File: src/rtl/mem_port_arbiter.sv
// Shares one external memory port between icache refill (port 0) and dcache miss/writeback (port 1).
// Optional starvation limit on the priority port is enabled by defining ARB_STARVE_LIMIT_EN.
module mem_port_arbiter #(
  parameter int PRIO_DCACHE  = 1,
  parameter int STARVE_LIMIT = 8
) (
  input  logic        clk_i,
  input  logic        rst_ni,
  input  logic        m0_rd_i,
  input  logic [31:0] m0_addr_i,
  input  logic [7:0]  m0_len_i,
  output logic        m0_accept_o,
  output logic        m0_valid_o,
  output logic [31:0] m0_data_o,
  output logic        m0_last_o,
  output logic        m0_error_o,
  input  logic        m1_rd_i,
  input  logic [3:0]  m1_wr_i,
  input  logic [31:0] m1_addr_i,
  input  logic [7:0]  m1_len_i,
  input  logic [31:0] m1_data_wr_i,
  output logic        m1_accept_o,
  output logic        m1_valid_o,
  output logic [31:0] m1_data_o,
  output logic        m1_last_o,
  output logic        m1_error_o,
  output logic        mem_rd_o,
  output logic [3:0]  mem_wr_o,
  output logic [31:0] mem_addr_o,
  output logic [7:0]  mem_len_o,
  output logic [31:0] mem_data_wr_o,
  input  logic        mem_accept_i,
  input  logic        mem_valid_i,
  input  logic [31:0] mem_data_rd_i,
  input  logic        mem_last_i,
  input  logic        mem_error_i
);

  typedef enum logic [1:0] {
    ST_IDLE = 2'd0,
    ST_REQ  = 2'd1,
    ST_RESP = 2'd2
  } state_e;

  localparam logic PRIO_PORT = (PRIO_DCACHE != 0);

  if ((STARVE_LIMIT < 1) || (STARVE_LIMIT > 255)) begin : g_bad_starve_limit
    $error("mem_port_arbiter: STARVE_LIMIT must be within 1..255");
  end

  state_e      state_r;
  logic        grant_r;
  logic        mem_rd_r;
  logic [3:0]  mem_wr_r;
  logic [31:0] mem_addr_r;
  logic [7:0]  mem_len_r;
  logic [31:0] mem_wdata_r;
  logic [7:0]  beat_cnt_r;

  logic        m0_req_s;
  logic        m1_req_s;
  logic        pick1_s;
  logic        grant_s;
  logic        force_s;
  logic        beat_s;

  assign mem_rd_o      = mem_rd_r;
  assign mem_wr_o      = mem_wr_r;
  assign mem_addr_o    = mem_addr_r;
  assign mem_len_o     = mem_len_r;
  assign mem_data_wr_o = mem_wdata_r;

  // Arbitration: pick a winner among requesting ports while idle
  always_comb begin
    m0_req_s = m0_rd_i;
    m1_req_s = m1_rd_i | (|m1_wr_i);
    if (m0_req_s && m1_req_s) begin
      pick1_s = PRIO_PORT ^ force_s;
    end else begin
      pick1_s = m1_req_s;
    end
    // Gating with rst_ni keeps the accept strobes low while reset is held
    grant_s     = rst_ni & (state_r == ST_IDLE) & (m0_req_s | m1_req_s);
    m0_accept_o = grant_s & ~pick1_s;
    m1_accept_o = grant_s & pick1_s;
  end

  // Response routing: beats reach only the granted port, and only in RESP
  always_comb begin
    beat_s     = (state_r == ST_RESP) & mem_valid_i;
    m0_valid_o = 1'b0;
    m0_data_o  = 32'h0000_0000;
    m0_last_o  = 1'b0;
    m0_error_o = 1'b0;
    m1_valid_o = 1'b0;
    m1_data_o  = 32'h0000_0000;
    m1_last_o  = 1'b0;
    m1_error_o = 1'b0;
    if (beat_s) begin
      if (grant_r) begin
        m1_valid_o = 1'b1;
        m1_data_o  = mem_data_rd_i;
        m1_last_o  = mem_last_i;
        m1_error_o = mem_error_i;
      end else begin
        m0_valid_o = 1'b1;
        m0_data_o  = mem_data_rd_i;
        m0_last_o  = mem_last_i;
        m0_error_o = mem_error_i;
      end
    end else begin
      m0_valid_o = 1'b0;
      m1_valid_o = 1'b0;
    end
  end

  // Transaction FSM with capture registers feeding the downstream request
  always_ff @(posedge clk_i or negedge rst_ni) begin
    if (!rst_ni) begin
      state_r     <= ST_IDLE;
      grant_r     <= 1'b0;
      mem_rd_r    <= 1'b0;
      mem_wr_r    <= 4'h0;
      mem_addr_r  <= 32'h0000_0000;
      mem_len_r   <= 8'h00;
      mem_wdata_r <= 32'h0000_0000;
      beat_cnt_r  <= 8'h00;
    end else begin
      case (state_r)
        ST_IDLE: begin
          if (grant_s) begin
            grant_r <= pick1_s;
            state_r <= ST_REQ;
            if (!pick1_s) begin
              mem_rd_r    <= 1'b1;
              mem_wr_r    <= 4'h0;
              mem_addr_r  <= m0_addr_i;
              mem_len_r   <= m0_len_i;
              mem_wdata_r <= 32'h0000_0000;
            end else if (|m1_wr_i) begin
              // A write wins over a simultaneous read on port 1
              mem_rd_r    <= 1'b0;
              mem_wr_r    <= m1_wr_i;
              mem_addr_r  <= m1_addr_i;
              mem_len_r   <= 8'h00;
              mem_wdata_r <= m1_data_wr_i;
            end else begin
              mem_rd_r    <= 1'b1;
              mem_wr_r    <= 4'h0;
              mem_addr_r  <= m1_addr_i;
              mem_len_r   <= m1_len_i;
              mem_wdata_r <= 32'h0000_0000;
            end
          end
        end
        ST_REQ: begin
          if (mem_accept_i) begin
            mem_rd_r   <= 1'b0;
            mem_wr_r   <= 4'h0;
            beat_cnt_r <= 8'h00;
            state_r    <= ST_RESP;
          end
        end
        ST_RESP: begin
          if (mem_valid_i) begin
            beat_cnt_r <= beat_cnt_r + 8'h01;
            if (mem_last_i) begin
              state_r <= ST_IDLE;
            end
          end
        end
        default: begin
          state_r  <= ST_IDLE;
          mem_rd_r <= 1'b0;
          mem_wr_r <= 4'h0;
        end
      endcase
    end
  end

`ifdef ARB_STARVE_LIMIT_EN
  logic [7:0] starve_cnt_r;

  assign force_s = (starve_cnt_r >= 8'(STARVE_LIMIT));

  // Starvation counter: contested wins by the priority port since the other port last won
  always_ff @(posedge clk_i or negedge rst_ni) begin
    if (!rst_ni) begin
      starve_cnt_r <= 8'h00;
    end else if (grant_s) begin
      if (pick1_s != PRIO_PORT) begin
        starve_cnt_r <= 8'h00;
      end else if (m0_req_s && m1_req_s && (starve_cnt_r != 8'hFF)) begin
        starve_cnt_r <= starve_cnt_r + 8'h01;
      end
    end
  end
`else
  assign force_s = 1'b0;
`endif

endmodule

File: config.mk
export PLATFORM = sky130hd
export DESIGN_NAME = mem_port_arbiter
export DESIGN_NICKNAME = d
export VERILOG_FILES = /design/src/rtl/mem_port_arbiter.sv
export SDC_FILE = /design/constraint.sdc
export NUM_CORES = 1
export LEC_CHECK = 0
export BUFFER_PORTS_ARGS = -buffer_cell sky130_fd_sc_hd__clkbuf_2
export CORE_AREA = 5 5 117 119
export DETAILED_ROUTE_END_ITERATION = 8
export DIE_AREA = 0 0 122 124
export GPL_ROUTABILITY_DRIVEN = 1
export PLACE_DENSITY = 0.77
export SLEW_MARGIN = 20
export SYNTH_ARGS = -nofsm -noshare
export SYNTH_HDL_FRONTEND = slang
export SYNTH_SLANG_ARGS = --single-unit
File: constraint.sdc
create_clock -name clk_i -period 4.56 [get_ports clk_i]
set_clock_uncertainty 0.05 [all_clocks]
set_input_delay 0.912 -clock clk_i [delete_from_list [all_inputs] [get_ports clk_i]]
set_output_delay 0.912 -clock clk_i [all_outputs]
set_load 0.02 [all_outputs]
# Word level (Yosys, flattened, before mapping)
# Cells that the tools add are included.
dict set report totals {
  regBits 80
  input_bits 156
  out_inout_bits 149
}
dict set report classes {
  eq_ne 6
  mux 37
  n_bitwise 9
  reduce_logical 6
}
# cell count
set ops {}
lappend ops {{$mux 32} 7}
lappend ops {{$mux 1} 17}
lappend ops {{$mux 4} 4}
lappend ops {{$mux 8} 2}
lappend ops {{$pmux 4 s3} 1}
lappend ops {{$mux 2} 4}
lappend ops {{$ne 2x2->1 const B} 4}
lappend ops {{$pmux 2 s3} 1}
lappend ops {{$and 1x1->1} 5}
lappend ops {{$reduce_and 4->1} 1}
lappend ops {{$reduce_or 4->1} 1}
lappend ops {{$pmux 1 s3} 1}
lappend ops {{$reduce_and 3->1} 1}
lappend ops {{$eq 2x1->1 const B} 1}
lappend ops {{$eq 2x2->1 const B} 1}
lappend ops {{$logic_not 2->1} 1}
lappend ops {{$not 1->1} 2}
lappend ops {{$or 1x1->1} 2}
lappend ops {{$reduce_and 2->1} 1}
lappend ops {{$logic_and 1x1->1} 1}

# Depth between registers and ports, before layout
dict set report depth {
  ltp_word 7
  depth_mapped 7
}

# Least setup slack after synthesis
# Ideal clock, no wire load.
dict set report synth_timing {
  path_kind {in2out}
  startpoint {in m1_wr_i[3]}
  endpoint {out m1_accept_o}
  t_arrival_ns 2.235
  t_required_ns 3.598
  path_slack_ns 1.363
  path_stages 5
  path_buffers 2
  cell_sequence {or4_1 -> buf_2 -> nor2_1 -> buf_2 -> nor2_1}
}
dict set report synth_via {
  elab_chain_len 5
  word_cells_on_any_way 7
  cone_classes {mux (1); bitwise (4); reduce/logical (2)}
}
# item line_no
set synth_rtl {}
lappend synth_rtl {{from (decl)} 18} ;# input logic [3:0] m1_wr_i,
lappend synth_rtl {{$reduce_or 4->1 *} 76} ;# m1_req_s = m1_rd_i | (|m1_wr_i);
lappend synth_rtl {{$or 1x1->1 *} 76}
lappend synth_rtl {{$or 1x1->1 / $logic_and 1x1->1 (equally long branches)} {83, 77}}
lappend synth_rtl {{$and 1x1->1 / $mux 1 (equally long branches)} {83, 77}}
lappend synth_rtl {{$and 1x1->1 *} 85} ;# m1_accept_o = grant_s & pick1_s;
lappend synth_rtl {{to (decl)} 22} ;# output logic m1_accept_o,
# Every way passes the cells marked *; elsewhere a longest branch is shown, timed or not.

# Final worst setup path
# Ends and elaborated chain as after synthesis.

==> reports/results.txt <==
Net Sw Frac: 43.00%
Pre-Repair DR Iteration Count: 4
register area share after synthesis: 46.54%
CTS tree: built
synthesis-to-finish area growth: 45.06%
# IOs: 305
Final Hold Fails: 0
DP Cell Count: 917
Slew HR: 37.13%
ant diodes: 0
pin count of the biggest net entering global routing: 98
critical-path maximum fanout: 9
CP Data Arrival Time: 2.17 ns
cell family with most CP delay: simple AND/OR/NAND/NOR gates
Max Fclk: 319.0 MHz
Post-synth EDFFs: 0
Worst VDD drop: 251.0 µV
vias in the first global route: 4383
max cap viols: 0
Clk pwr share: 19.2%
Mapped Area: 4302 µm²
Reg power frac: 34.6%
Final GP Congestion: 0.7761
post-synthesis adder-cell area fraction: 0%
Leakage: 3.375 nW
Setup violations, final: 0
Crit path required time: 3.60 ns
Hold/Removal Path Class: primary input to async pin
mean routed wirelength per cell: 16.49 µm
Most common cell on crit path: clkbuf_2
Worst-path clk slew: 0.06 ns
Core Region: 12470 µm²
final HPWL from detailed placement: 11910 µm
Setup Crit Path Kind: primary input to output pin
Pwr Density: 558.6 nW/µm²
Comb power frac: 46.2%
Clock Path Buffers: 2
TNS Setup: 0 ns
grt ovf: 0
cells after synthesis: 474
Skew-Pair Late Insertion Delay: 0.32 ns
die footprint: 15130 µm²
mux cell area share after synthesis: 5.236%
design area: 6240 µm²
FF/Latch Area: 2002 µm²
Post-Route Utilization: 50.06%
first-pass GRT wire length: 22580 µm
final antenna-violating net count: 0
row cnt: 41
initial antenna violation count: 0
Tcrit/Tclk final: 68.75%
Critical Path Max Stage Delay: 0.76 ns
crit path time final: 3.135 ns
final std cells w/o fill: 932
distinct cell type count after synthesis: 29
simple logic cell fraction of the synthesized area: 23.97%
Via density: 4.762
share of cells above drive strength 1: 46.97%
DRC viols: 0
Setup Buffers After CTS: 0
routed vias: 4438
Iter 0 DRT Violations: 146
Worst Setup Start Kind: primary input
Nets: 912
Slew @ Worst Pin: 0.9431 ns
Avg Cell Area, Syn: 9.075 µm²
Post-Syn Nets: 630
Slew Limit Fails: 0
initial core utilization: 34.51%
Compound-Gate Fraction of Synth Area: 13.87%
CP max-delay cell: or4_1
status: finished, final reports clean
Post-Route WL: 15370 µm
Int Pwr: 0.001987 W
CTS Buf Count: 9
port bufs: 304
DIE WIDTH: 122 µm
Synth async-reset ratio: 100.0%
R2R setup slack: 2.12 ns
Synth Warn #: 0
Synth Area in XOR/XNOR: 0%
Pwr Total: 0.003486 W
RSZ-0062 raised after global routing: no
worst path bufs/invs: 2
largest family of logic cells by synthesized area: simple AND/OR/NAND/NOR gates
Yosys reg bits: 80
GRT Resource Usage Total: 19.15%
CTS HTree Levels: 3
Hold Buf Count CTS: 0
cells along the critical path: clkbuf_2 > or4_1 > nor2_4 > nor2_1 > clkbuf_2
number of fill cells in the layout: 1223
# clock sinks: 80
Resize count post-CTS: 0
Worst setup EP type: output pin
die height: 124 µm
most common flop cell mapped by yosys: dfrtp_1
multi-input logic area: 1886 µm²
CTS Root Cell: clkbuf_16
Switch Pwr: 0.001499 W
DP Area: 5966 µm²
## state kept, by name (all words and copies together), names as in the netlist
register,flops
mem_len_o,8
mem_addr_o,32
mem_data_wr_o,32
grant_r,1
mem_rd_o,1
state_r,2
mem_wr_o,4
## path summary, 6_finish.rpt
kind                       cells past startpoint                             to                startpoint
max in group asynchronous                      2     mem_addr_o[16]$_DFFE_PN0P_                    rst_ni
hold reg to reg                                1       mem_len_o[1]$_DFFE_PN0P_  mem_len_o[1]$_DFFE_PN0P_
setup / recovery                               5                    m1_accept_o                m1_wr_i[3]
hold / removal                                 1  mem_data_wr_o[26]$_DFFE_PN0P_                    rst_ni
setup reg to reg                               4       mem_len_o[0]$_DFFE_PN0P_    state_r[0]$_DFFE_PN0P_
min in group clk_i                             1       mem_len_o[1]$_DFFE_PN0P_  mem_len_o[1]$_DFFE_PN0P_
## cell usage after synthesis, types with 11 or more instances
master | n | share of area (%)
o221ai_2 | 16 | 5.6
o21ai_0 | 30 | 3.5
nor2_1 | 11 | 0.96
nand3_1 | 32 | 3.7
nand2_1 | 42 | 3.7
mux2i_1 | 12 | 2.8
clkbuf_1 | 31 | 2.7
inv_1 | 69 | 6.0
o221ai_1 | 16 | 3.3
and2_1 | 68 | 9.9
nand4_1 | 32 | 4.7
dfrtp_1 | 80 | 47
## through the flow
stage	hold WS, ns	setup slack [ns]
floorplan	0.4208	1.363
global placement	0.4497	1.290
detailed placement	0.4520	1.267
CTS	0.3684	1.390
global route	0.3846	1.332
finish	0.3784	1.425
## kinds of logic after synthesis
kind of cell | Yosys count
buffers and inverters | 111
and+or+nand+nor | 192
muxes | 19
AOI/OAI and AO/OA | 72
DFF | 80
## cell type report
class / instances / area share, %
well taps: 172 / 3.449
clock inverters: 3 / 0.2807
repair buffers: 313 / 25.71
flip-flops and latches: 80 / 32.08
clock buffers: 12 / 4.111
multi-input cells: 283 / 30.22
inverters: 69 / 4.151
## worst reg2reg max path: stages, from the launching register on
cell,delay (ns)
dfrtp_1,0.47
nor3b_2,0.36
o31a_2,0.77
buf_12,0.33
mux2_4,0.35
## cells in the final DEF, fill, tap and decap left out, types with 7 or more instances in the layout
| cell type | count |
|---|---|
| and2_1 | 68 |
| buf_4 | 9 |
| clkbuf_16 | 9 |
| clkbuf_2 | 303 |
| dfrtp_1 | 80 |
| inv_1 | 69 |
| mux2_4 | 7 |
| mux2i_1 | 12 |
| nand2_1 | 42 |
| nand3_1 | 32 |
| nand4_1 | 32 |
| nor2_1 | 10 |
| o21ai_0 | 30 |
| o221ai_1 | 16 |
| o221ai_2 | 16 |
## per-layer routing
metal  GRT usage (%)  routed length [µm]  up-vias
met5               0                   0        -
li1                -                   -     2155
met4           8.964                 476        0
met3           4.859                1234       30
met1           21.08                5619     2049
met2           34.60                8039      204
## power groups by stage
stage | registers, W | logic (W) | clock network, W
6_report | 0.00121 | 0.00161 | 0.000668
5_1_grt | 0.00125 | 0.00176 | 0.000706
4_1_cts | 0.00121 | 0.00164 | 0.000686
3_5_place_dp | 0.00121 | 0.00164 | 0
3_3_place_gp | 0.00121 | 0.00161 | 0
2_1_floorplan | 0.00155 | 0.000688 | 0
No activity file was read; power rests on OpenSTA's default activity.
